### src/rtl/regfile_write_arbiter.sv
// Arbitrates the register-file write port between WB and a queued long-latency unit,
// with an anti-starvation override and a busy scoreboard. Optional: REGFILE_ARB_BYPASS_EN.
module regfile_write_arbiter #(
  parameter int FIFO_DEPTH   = 4,
  parameter int STARVE_LIMIT = 8,
  parameter int DATA_WIDTH   = 32
) (
  input  logic                  clock,
  input  logic                  reset,
  input  logic                  wbValid,
  input  logic [4:0]            wbRd,
  input  logic [DATA_WIDTH-1:0] wbData,
  output logic                  wbStall,
  input  logic                  lluValid,
  output logic                  lluReady,
  input  logic [4:0]            lluRd,
  input  logic [DATA_WIDTH-1:0] lluData,
  input  logic                  issueValid,
  input  logic [4:0]            issueRd,
  input  logic [4:0]            rs1,
  input  logic [4:0]            rs2,
  output logic                  rs1Busy,
  output logic                  rs2Busy,
  output logic [4:0]            rfRd,
  output logic [DATA_WIDTH-1:0] rfWriteData,
  output logic                  rfRegisterWrite
);

  localparam int PW = $clog2(FIFO_DEPTH);
  localparam int CW = $clog2(FIFO_DEPTH) + 1;
  localparam int SW = $clog2(STARVE_LIMIT + 1);
  localparam logic [CW-1:0] FULL_COUNT = CW'(FIFO_DEPTH);
  localparam logic [SW-1:0] STARVE_MAX = SW'(STARVE_LIMIT);

  logic [DATA_WIDTH-1:0] fifo_data_r [FIFO_DEPTH];
  logic [4:0]            fifo_rd_r   [FIFO_DEPTH];
  logic [PW-1:0]         wr_ptr_r;
  logic [PW-1:0]         rd_ptr_r;
  logic [CW-1:0]         count_r;
  logic [SW-1:0]         starve_r;
  logic [31:0]           scoreboard_r;

  logic                  full_s;
  logic                  empty_s;
  logic                  llu_xfer_s;
  logic                  wb_req_s;
  logic                  starved_s;
  logic                  bypass_s;
  logic                  push_s;
  logic                  pop_s;
  logic                  stall_s;
  logic                  rf_we_s;
  logic [4:0]            rf_rd_s;
  logic [DATA_WIDTH-1:0] rf_data_s;
  logic                  llu_wr_s;
  logic [4:0]            llu_wr_rd_s;
  logic [31:0]           set_mask_s;
  logic [31:0]           clr_mask_s;
  logic [31:0]           scoreboard_next_s;

  // Handshake and queue control decoded from current state and requests.
  always_comb begin
    full_s     = (count_r == FULL_COUNT);
    empty_s    = (count_r == {CW{1'b0}});
    llu_xfer_s = lluValid & ~full_s & ~reset;
    wb_req_s   = wbValid & (wbRd != 5'd0);
    starved_s  = (starve_r == STARVE_MAX) & ~empty_s;
`ifdef REGFILE_ARB_BYPASS_EN
    bypass_s   = llu_xfer_s & empty_s & ~wb_req_s & (lluRd != 5'd0);
`else
    bypass_s   = 1'b0;
`endif
    push_s     = llu_xfer_s & (lluRd != 5'd0) & ~bypass_s;
    pop_s      = ~reset & ~empty_s & (starved_s | ~wb_req_s);
  end

  // Write-port grant: starved LLU head, then WB, then queued LLU, then bypass.
  always_comb begin
    stall_s     = 1'b0;
    rf_we_s     = 1'b0;
    rf_rd_s     = 5'd0;
    rf_data_s   = {DATA_WIDTH{1'b0}};
    llu_wr_s    = 1'b0;
    llu_wr_rd_s = 5'd0;
    if (reset) begin
      stall_s = 1'b0;
    end else if (starved_s) begin
      stall_s     = 1'b1;
      rf_we_s     = 1'b1;
      rf_rd_s     = fifo_rd_r[rd_ptr_r];
      rf_data_s   = fifo_data_r[rd_ptr_r];
      llu_wr_s    = 1'b1;
      llu_wr_rd_s = fifo_rd_r[rd_ptr_r];
    end else if (wb_req_s) begin
      rf_we_s   = 1'b1;
      rf_rd_s   = wbRd;
      rf_data_s = wbData;
    end else if (~empty_s) begin
      rf_we_s     = 1'b1;
      rf_rd_s     = fifo_rd_r[rd_ptr_r];
      rf_data_s   = fifo_data_r[rd_ptr_r];
      llu_wr_s    = 1'b1;
      llu_wr_rd_s = fifo_rd_r[rd_ptr_r];
    end else if (bypass_s) begin
      rf_we_s     = 1'b1;
      rf_rd_s     = lluRd;
      rf_data_s   = lluData;
      llu_wr_s    = 1'b1;
      llu_wr_rd_s = lluRd;
    end else begin
      rf_we_s = 1'b0;
    end
  end

  // Dropped transfers only ever carry rd 0, so they never clear a scoreboard bit.
  always_comb begin
    set_mask_s = (issueValid & (issueRd != 5'd0)) ? (32'd1 << issueRd) : 32'd0;
    clr_mask_s = (llu_wr_s & (llu_wr_rd_s != 5'd0)) ? (32'd1 << llu_wr_rd_s) : 32'd0;
    scoreboard_next_s = ((scoreboard_r & ~clr_mask_s) | set_mask_s) & ~32'd1;
  end

  assign wbStall         = stall_s;
  assign lluReady        = ~full_s & ~reset;
  assign rfRegisterWrite = rf_we_s;
  assign rfRd            = rf_rd_s;
  assign rfWriteData     = rf_data_s;
  assign rs1Busy         = scoreboard_r[rs1] & ~reset;
  assign rs2Busy         = scoreboard_r[rs2] & ~reset;

  // LLU result queue storage, pointers and occupancy.
  always_ff @(posedge clock or posedge reset) begin
    if (reset) begin
      for (int i = 0; i < FIFO_DEPTH; i++) begin
        fifo_data_r[i] <= {DATA_WIDTH{1'b0}};
        fifo_rd_r[i]   <= 5'd0;
      end
      wr_ptr_r <= {PW{1'b0}};
      rd_ptr_r <= {PW{1'b0}};
      count_r  <= {CW{1'b0}};
    end else begin
      if (push_s) begin
        fifo_data_r[wr_ptr_r] <= lluData;
        fifo_rd_r[wr_ptr_r]   <= lluRd;
        wr_ptr_r              <= wr_ptr_r + PW'(1);
      end
      if (pop_s) begin
        rd_ptr_r <= rd_ptr_r + PW'(1);
      end
      case ({push_s, pop_s})
        2'b10:   count_r <= count_r + CW'(1);
        2'b01:   count_r <= count_r - CW'(1);
        default: count_r <= count_r;
      endcase
    end
  end

  // Starvation counter and scoreboard state.
  always_ff @(posedge clock or posedge reset) begin
    if (reset) begin
      starve_r     <= {SW{1'b0}};
      scoreboard_r <= 32'd0;
    end else begin
      if (pop_s) begin
        starve_r <= {SW{1'b0}};
      end else if (~empty_s && (starve_r != STARVE_MAX)) begin
        starve_r <= starve_r + SW'(1);
      end else begin
        starve_r <= starve_r;
      end
      scoreboard_r <= scoreboard_next_s;
    end
  end

endmodule
### config.mk
export PLATFORM = sky130hd
export DESIGN_NAME = regfile_write_arbiter
export DESIGN_NICKNAME = d
export VERILOG_FILES = /design/src/rtl/regfile_write_arbiter.sv
export SDC_FILE = /design/constraint.sdc
export NUM_CORES = 1
export LEC_CHECK = 0
export BUFFER_PORTS_ARGS = -buffer_cell sky130_fd_sc_hd__buf_4
export CELL_PAD_IN_SITES_DETAIL_PLACEMENT = 1
export CELL_PAD_IN_SITES_GLOBAL_PLACEMENT = 1
export CORE_UTILIZATION = 51
export CTS_CLUSTER_DIAMETER = 30
export DETAILED_ROUTE_END_ITERATION = 8
export PLACE_DENSITY_LB_ADDON = 0.1
export SLEW_MARGIN = 40
export SYNTH_ARGS = -nofsm -noshare
export SYNTH_HDL_FRONTEND = slang
export SYNTH_SLANG_ARGS = --single-unit
### constraint.sdc
create_clock -name clock -period 23.9 [get_ports clock]
set_clock_uncertainty 0.05 [all_clocks]
set_input_delay 2.39 -clock clock [delete_from_list [all_inputs] [get_ports clock]]
set_output_delay 2.39 -clock clock [all_outputs]
set_load 0.1 [all_outputs]
# Word level (Yosys, flattened, before mapping)
# Index checks and enable logic that the tools add are counted.
[word_totals]
word_cells = 102
regBits = 190
input_bits = 94
out_inout_bits = 42
[op_classes]
n_addsub = 5
bitwise_logic = 22
shifts = 2
n_eq_ne = 5
reduce_logical = 9
mux = 41
n_lt_le_gt_ge = 5
[op_table]
columns = ["cell", "n"]
rows = [
  ["2-to-1 mux 32 bit", 9],
  ["bitwise mux 128 bit", 1],
  ["binary-select mux 32 bit (select 2 bit)", 1],
  ["demux 32 bit (select 2 bit)", 1],
  ["left shift 1 x 5 -> 32 bit (first input constant)", 2],
  ["2-to-1 mux 5 bit", 10],
  ["bitwise AND 32 bit", 1],
  ["inverter 32 bit", 1],
  ["OR 32 bit", 1],
  ["bitwise mux 20 bit", 1],
  ["nonzero test 5 bit", 4],
  ["bitwise AND 1 bit", 12],
  ["< comparator 5 x 6 -> 1 bit (second input constant)", 2],
  ["2-to-1 mux 1 bit", 11],
  ["binary-select mux 1 bit (select 5 bit)", 2],
  ["binary-select mux 5 bit (select 2 bit)", 1],
  ["demux 5 bit (select 2 bit)", 1],
  ["2-to-1 mux 4 bit", 2],
  ["greater-or-equal comparator 3 bit (second input constant)", 2],
  ["inverter 2 -> 3 bit", 2],
  ["case mux 3 bit (2 select lines)", 1],
  ["adder 2 x 1 -> 2 bit (second input constant)", 2],
  ["adder 4 x 1 -> 4 bit (second input constant)", 1],
  ["equality test 4 bit (second input constant)", 1],
  ["other kinds (12)", 17],
]

# Longest topological paths before layout
# Gate-level depths: netlist of run 1.
[depth]
depth_word = 14
mapped_depth = 12

# Worst setup path after synthesis of run 1
# Ideal clock, no wire load.
[synth_timing]
kind = "in2out"
start = "input port reset"
end = "output port rs1Busy"
slack_ns = 11.046
required_time_ns = 21.460
path_stages = 4
arrival_ns = 10.414
cell_sequence = "clkbuf_1 inv_1 nand2_1 o311ai_0"
[synth_between]
elab_chain_cells = 2
[synth_lines]
columns = ["item", "line", "text"]
rows = [
  ["start, declared", "9", "input logic reset,"],
  ["inverter 1 bit", "127", "assign rs1Busy = scoreboard_r[rs1] & ~reset;"],
  ["bitwise AND 1 bit", "127", ""],
  ["end, declared", "22", "output logic rs1Busy,"],
]
# Every way passes these cells.

# Worst setup path after layout of run 1
[layout_timing]
start = "input port reset"
end = "output port rfWriteData[28]"
[layout_between]
elab_chain_cells = 1
[layout_lines]
columns = ["item", "line", "text"]
rows = [
  ["2-to-1 mux 32 bit", "85", "if (reset) begin"],
  ["end, declared", "25", "output logic [DATA_WIDTH-1:0] rfWriteData,"],
]
# Every way passes these cells.

==> impl_metrics.csv, run 1 <==
group,metric,value,unit
detailed_routing,drt_wl_total,26.5,mm
timing,grt_setup_unrepaired,"false",
finish,fill_cells,1763,
clocking,cts_max_path_buffers,2,
logic_synthesis,synthTopCellsByArea,"dfrtp_1 (49%), mux2_2 (18%), mux4_2 (11%)",
placement,numPortBuffers,135,
critical_path,critPathCaptureType,"primary output",
timing,worst_slew_pin_slew,0.891,ns
detailed_routing,drtIter0Drc,359,
grt,grt_pass1_wl,42.5,mm
grt,grt_use_met1,35.2,%
logic_synthesis,ys_warn_count,0,
grt,grtUsageTotal,28.8,%
job,maxCapViolCount,0,
finish,antenna_cells,0,
clocking,clkTransAtPathRegs,0.07,ns
status,outcome,"finished, violations left",
clocking,clockRootBuffer,"clkbuf_16",
critical_path,cp.arrival,4.67,ns
grt,grt_start_max_net_pins,108,
critical_path,max_stage_delay,0.52,ns
critical_path,crit_path_frequent_cell,"buf_4",
floorplan,dieArea,19400,µm²
finish,layout-drive-gt1-share,45.6,%
timing,final.setup.tns,0,ns
critical_path,cp_max_fo,107,
critical_path,worstPathRequired,21.46,ns
timing,max_freq,141,MHz
logic_synthesis,synthArstFlopShare,100,%
critical_path,cp-start-kind,"input pin",
floorplan,die_y,139,µm
detailed_routing,ant_nets,0,
detailed_routing,wl_per_cell,24.4,µm
grt,antenna_found_initial,0,
clocking,cts-resized-gates,0,
finish,syn2layout_area_growth,19.0,%
floorplan,ios,136,
timing,slew_headroom,40.2,%
critical_path,path_cells,"buf_4, clkinv_8, nand2_1, nor2_2, buf_4, a22o_1, buf_4",
floorplan,die_x,139,µm
placement,post-place-ws,16.82,ns
floorplan,start_util,52.8,%
logic_synthesis,yosysTopAreaCellShare,49.5,%
finish,nNetsFinal,947,
timing,period_share,29.8,%
power_and_ir_drop,power.leakage,5.04,nW
detailed_routing,drtPass1Iterations,9,
grt,busiest_layer,"met2",
placement,gp_congestion,0.856,
clocking,hold_buffers,0,
logic_synthesis,synth.distinct_cells,52,
finish,multiInputGateArea,4650,µm²
logic_synthesis,syn_area,9610,µm²
grt,overflow,0,
placement,hpwlAfterDp,17.1,mm
clocking,post-cts-setup-buffer-count,0,
critical_path,critPathSlowestCell,"nand2_1",
logic_synthesis,synth.largest_area_cell,"dfrtp_1",
clocking,numCtsBuffers,17,
logic_synthesis,synth_flop_cell,"dfrtp_1",
logic_synthesis,syn_nets,831,
grt,grt_pass1_vias,7614,
logic_synthesis,ys_seq_area_share,49.5,%
finish,utilization,62.8,%
clocking,clock_latency,0.43,ns
logic_synthesis,syn_area_per_cell,13.2,µm²
grt,grtUsageMet3,4.68,%
critical_path,crit_type,"input pin to primary output",
detailed_routing,route.detailed.drc,9,
logic_synthesis,syn_inst,729,
timing,hold_viol,0,
status,violations,"design-rule violations",
grt,grt_util_met2,51.5,%
hold_path,hp-class,"flop to flop",
floorplan,num_rows,49,
clocking,cts_tree,"yes",
finish,seqCellArea,4760,µm²
clocking,clock_sinks,190,
detailed_routing,viasPerCell,6.27,
timing,slew_violations,0,
power_and_ir_drop,ir_worst_vdd,0.0855,mV
power_and_ir_drop,power.density,144,nW/µm²
floorplan,core_area,18200,µm²
logic_synthesis,synth_edf_count,0,
clocking,h-tree-depth,4,
timing,period_needed,7.11,ns
timing,fin_ws,16.79,ns
detailed_routing,vias,6808,
logic_synthesis,ys_ff_latch,190,
timing,setup_viol,0,
registers in the layout (all words and copies together), names as in the netlist:
signal / flops
count_r: 3
fifo_rd_r: 20
starve_r: 4
rd_ptr_r: 2
scoreboard_r: 31
fifo_data_r: 128
wr_ptr_r: 2
cell families (layout without fill, tap and decap cells):
kind of cell,Yosys count,count (layout),synth area share [%]
muxes,210,210,30.0
buffers and inverters,59,187,2.61
AOI/OAI and AO/OA,96,96,7.65
DFF,190,190,49.5
xor gates and xnor gates,8,8,0.729
and+or+nand+nor,158,158,8.36
adders and majority gates,8,8,1.12
report_power, final:
group / switching (W) / internal (W)
logic: 0.000430 / 0.000329
registers: 0.000113 / 0.000484
clock network: 0.000137 / 0.000149
path summary, 6_finish.rpt:
kind	start	end	slack [ns]	cells past startpoint
min in group asynchronous	reset	fifo_data_r[33]	2.14	2
setup / recovery	reset	rfWriteData[28]	16.79	7
max in group asynchronous	reset	rd_ptr_r[0]	20.47	3
hold reg to reg	fifo_rd_r[16]	fifo_rd_r[16]	0.45	1
hold / removal	fifo_rd_r[16]	fifo_rd_r[16]	0.45	1
setup reg to reg	rd_ptr_r[0]	scoreboard_r[1]	20.70	5
layout by cell type (no fill, tap or decap), drive strengths merged, types with 4 or more instances in the layout:
cell type,n
clkinv,5
dfrtp,190
nand3,24
nor3b,8
buf,144
xor2,6
o21ai,4
o41ai,27
nand2,74
and3b,7
nand2b,6
a22o,22
inv,18
clkbuf,18
o211ai,4
a21oi,21
mux4,47
mux2,153
nor2,12
mux2i,10
nor3,4
ha,7
nand3b,5
critical path, delay by kind of cell:
family | cells | cell delay (ns)
compound gates | 1 | 0.26
buf+inv | 4 | 1.37
simple gates | 2 | 0.60
synth_stat cells (all sizes together), types with 8 or more instances:
cell type,instances
a21oi,21
a22o,22
buf,23
clkbuf,25
dfrtp,190
inv,11
mux2,153
mux2i,10
mux4,47
nand2,74
nand3,24
nor2,12
nor3b,8
o41ai,27
layout make-up:
type                    instances  share of cell area [%]
clock buffers                  17                    3.72
clock inverters                14                    1.49
inverters                      11                   0.471
multi-input cells             480                    40.6
flip-flops and latches        190                    41.6
well taps                     229                    2.51
repair buffers                145                    9.58
metal layers:
metal	share of wire, %	wire length (µm)	up-vias
met4	2.3	600	0
met2	54	14200	197
met1	40	10700	3588
met5	0	0	-
met3	3.8	1010	38
li1	-	-	2985
stage by stage:
stage	instances	power [W]	instance area, µm²	hold slack (ns)
CTS	1086	0.00165	11400	0.452
floorplan	729	0.00115	9610	0.419
detailed placement	1055	0.00134	10800	0.436
global route	1086	0.00172	11400	0.465
global placement	1055	0.00129	10800	0.430
finish	1086	0.00164	11400	0.451
No activity file was read; power rests on OpenSTA's default activity.
==> inputs of run 2 (changes only) <==
--- a/config.mk
+++ b/config.mk
@@ -5,10 +5,11 @@
 export SDC_FILE = /design/constraint.sdc
 export NUM_CORES = 1
 export LEC_CHECK = 0
+export ABC_AREA = 1
 export BUFFER_PORTS_ARGS = -buffer_cell sky130_fd_sc_hd__buf_4
 export CELL_PAD_IN_SITES_DETAIL_PLACEMENT = 1
 export CELL_PAD_IN_SITES_GLOBAL_PLACEMENT = 1
-export CORE_UTILIZATION = 51
+export CORE_UTILIZATION = 43
 export CTS_CLUSTER_DIAMETER = 30
 export DETAILED_ROUTE_END_ITERATION = 8
 export PLACE_DENSITY_LB_ADDON = 0.1
==> constraint.sdc (replaced) <==
create_clock -name clock -period 6.9 [get_ports clock]
set_clock_uncertainty 0.05 [all_clocks]
set_input_delay 0.69 -clock clock [delete_from_list [all_inputs] [get_ports clock]]
set_output_delay 0.69 -clock clock [all_outputs]
set_load 0.1 [all_outputs]
==> run 2 against run 1 <==
Flip-flop and latch count is the same. The run now ends clean. Critical path depth up 4. Sequential power rose to 3.2 times the previous value. Wire length rose by 9.2%. Register-to-register slack worse by 17 ns. Largest cell class unchanged. Highest routed layer unchanged. Hold slack got worse by 0.015 ns. Synthesized cell count increased by 71%.
==> impl_metrics.csv, run 2 <==
group,metric,value,unit
timing,setup_viol,0,
logic_synthesis,synth.most_common_cell,"nand2_1",
finish,final_common_cell,"nand2_1",
detailed_routing,drtIter0Drc,468,
clocking,cts_tree,"yes",
detailed_routing,ant_nets,0,
placement,post-place-ws,3.26,ns
logic_synthesis,syn_area_per_cell,8.03,µm²
logic_synthesis,synth-adder-area-share,1.07,%
logic_synthesis,synth.largest_area_cell,"dfrtp_1",
grt,grt_start_max_net_pins,78,
logic_synthesis,ys_warn_count,0,
timing,grt_setup_unrepaired,"false",
floorplan,start_util,44.1,%
grt,grt_pass1_wl,48.5,mm
critical_path,critPathSlowestCell,"nor2_4",
detailed_routing,vias,8958,
grt,grt_pass1_vias,9197,
finish,fill_cells,2813,
logic_synthesis,synthArstFlopShare,100,%
critical_path,critPathCaptureType,"primary output",
placement,gp_congestion,0.858,
critical_path,path_cells,"inv_1, ha_1, nand2_1, nor2_1, nand2_2, nand3_4, inv_2, nor2_4, nand2_1, a21oi_1, buf_4",
detailed_routing,viasPerCell,5.49,
logic_synthesis,ys_seq_area_share,47.5,%
logic_synthesis,yosys.area_share.simple,24.2,%
grt,grtUsageTotal,25.6,%
critical_path,r2r-end,"count_r[2]",
finish,layout_common_cells,"nand2_1 (337), dfrtp_1 (189), buf_4 (144), o21ai_1 (118), nor2_1 (100)",
clocking,clockRootBuffer,"clkbuf_16",
timing,slew_violations,0,
critical_path,cp-start-kind,"flop",
finish,nNetsFinal,1436,
job,maxCapViolCount,0,
finish,top_register,"fifo_data_r",
power_and_ir_drop,ir_worst_vdd,0.287,mV
logic_synthesis,synth_xor_area_share,0.525,%
timing,final.setup.tns,0,ns
logic_synthesis,synth_compound_area_share,18.2,%
logic_synthesis,synth_flop_cell,"dfrtp_1",
finish,reg_top3,"fifo_data_r x128, scoreboard_r x31, fifo_rd_r x20",
critical_path,max_stage_delay,0.56,ns
critical_path,reg2reg_from,"starve_r[0]",
clocking,h-tree-depth,4,
finish,antenna_cells,0,
timing,max_freq,256,MHz
logic_synthesis,ys_ff_latch,190,
critical_path,cp.arrival,3.17,ns
placement,numPortBuffers,135,
status,outcome,"finished clean",
logic_synthesis,synth_edf_count,0,
floorplan,core_area,22700,µm²
timing,slew_headroom,45.3,%
clocking,clock_latency,0.44,ns
grt,antenna_found_initial,0,
logic_synthesis,syn_nets,1350,
logic_synthesis,synth_mux_area_share,0,%
finish,largest_reg_flops,128,
detailed_routing,drtPass1Iterations,5,
clocking,cts-resized-gates,0,
finish,multiInputGateArea,4410,µm²
timing,hold_viol,0,
hold_path,hp-class,"input pin to asynchronous set/reset pin",
logic_synthesis,synthTopCellsByArea,"dfrtp_1 (47%), nand2_1 (13%), o21ai_1 (5.9%)",
clocking,post-cts-setup-buffer-count,0,
detailed_routing,route.detailed.drc,0,
power_and_ir_drop,power.leakage,5.62,nW
timing,period_share,56.7,%
critical_path,crit_type,"flop to primary output",
critical_path,r2r_setup_slack,3.93,ns
grt,overflow,0,
detailed_routing,wl_per_cell,17.7,µm
floorplan,die_x,155,µm
critical_path,worstPathRequired,6.16,ns
power_and_ir_drop,power.density,467,nW/µm²
critical_path,cp_max_fo,36,
timing,worst_slew_pin_slew,0.820,ns
placement,hpwlAfterDp,18.5,mm
floorplan,num_rows,55,
logic_synthesis,yosysTopAreaCellShare,47.5,%
finish,syn2layout_area_growth,15.6,%
critical_path,rr_worst_depth,14,
timing,fin_ws,2.99,ns
logic_synthesis,syn_inst,1248,
clocking,numCtsBuffers,17,
detailed_routing,drt_wl_total,29.0,mm
finish,seqCellArea,4760,µm²
logic_synthesis,synth.distinct_cells,37,
clocking,cts_max_path_buffers,2,
clocking,hold_buffers,0,
logic_synthesis,ys_top_cells_by_count,"nand2_1 (337), dfrtp_1 (190), o21ai_1 (118), nor2_1 (100), o21ai_0 (93)",
clocking,clock_sinks,190,
logic_synthesis,synth_top_family_by_area,"simple AND/OR/NAND/NOR gates",
floorplan,dieArea,23900,µm²
finish,layout-drive-gt1-share,17.3,%
floorplan,ios,136,
timing,period_needed,3.91,ns
clocking,clkTransAtPathRegs,0.08,ns
critical_path,crit_path_frequent_cell,"nand2_1",
floorplan,die_y,155,µm
logic_synthesis,syn_area,10000,µm²
## run 2: changes by cell type after synthesis, moves of 20 or more
cell / change
inv_1: +64
nor2_1: +88
o41ai_1: -27
mux4_2: -46
nand4_1: +28
o22ai_1: +31
nand3_1: +46
a32o_1: +20
o21ai_0: +89
a22o_1: -22
mux2_2: -153
nand2_1: +263
o21ai_1: +118
## run 2: cells by family after synthesis
logic type	Yosys count
adders and majority gates	8
DFF	190
xor gates and xnor gates	6
AOI/OAI and AO/OA	315
buffers and inverters	167
and+or+nand+nor	562
## run 2: metal layers
layer | vias to the layer above | track usage, % | wire, µm
li1 | 4356 | - | -
met1 | 4392 | 34.5 | 13400
met2 | 171 | 42.9 | 14000
met3 | 39 | 3.11 | 984
met4 | 0 | 8.58 | 565
met5 | - | 0 | 0
## run 2: metrics by stage
stage	instances	total power [W]	hold slack, ns	area (µm²)	util (%)
after floorplan	1248	0.00381	0.392	10000	-
after CTS	1631	0.00543	0.436	11600	50.9
after global routing	1632	0.00581	0.458	11600	51.0
after detailed placement	1599	0.00441	0.418	11000	48.2
final	1632	0.00540	0.436	11600	51.0
after global placement	1599	0.00432	0.411	11000	48.2
## run 2: report_power, final
| part | internal, W | switching (W) | leakage, nW |
|---|---|---|---|
| logic | 0.000736 | 0.00172 | 2.97 |
| clock network | 0.000521 | 0.000484 | 0.293 |
| registers | 0.00162 | 0.000315 | 2.36 |
| total | 0.00288 | 0.00252 | 5.62 |
## run 2: how the worst max path moves through the flow
stage                            from  cells past startpoint              to  slack [ns]
final                     starve_r[0]                     11  rfWriteData[0]        2.99
after global routing      starve_r[0]                     11  rfWriteData[0]        2.77
after CTS                 starve_r[0]                     11  rfWriteData[0]        2.92
after detailed placement      wbRd[1]                      9  rfWriteData[0]        3.26
after global placement        wbRd[1]                      9  rfWriteData[0]        3.32
after floorplan                 reset                      5         rs1Busy        0.74
## run 2: layout make-up
class	count	area share (%)
Timing Repair Buffer	147	9.71
Sequential cell	190	41.1
Tap cell	285	3.08
Inverter	87	2.89
Clock inverter	14	1.46
Clock buffer	18	3.71
Multi-Input combinational cell	891	38.1
## run 2: worst max-delay path, delay by kind of cell, from the launching register on
| family | cells | cell delay, ns |
|---|---|---|
| simple gates | 6 | 1.24 |
| compound gates | 1 | 0.18 |
| fa+ha+maj | 1 | 0.15 |
| buf+inv | 3 | 0.75 |
| flops | 1 | 0.41 |
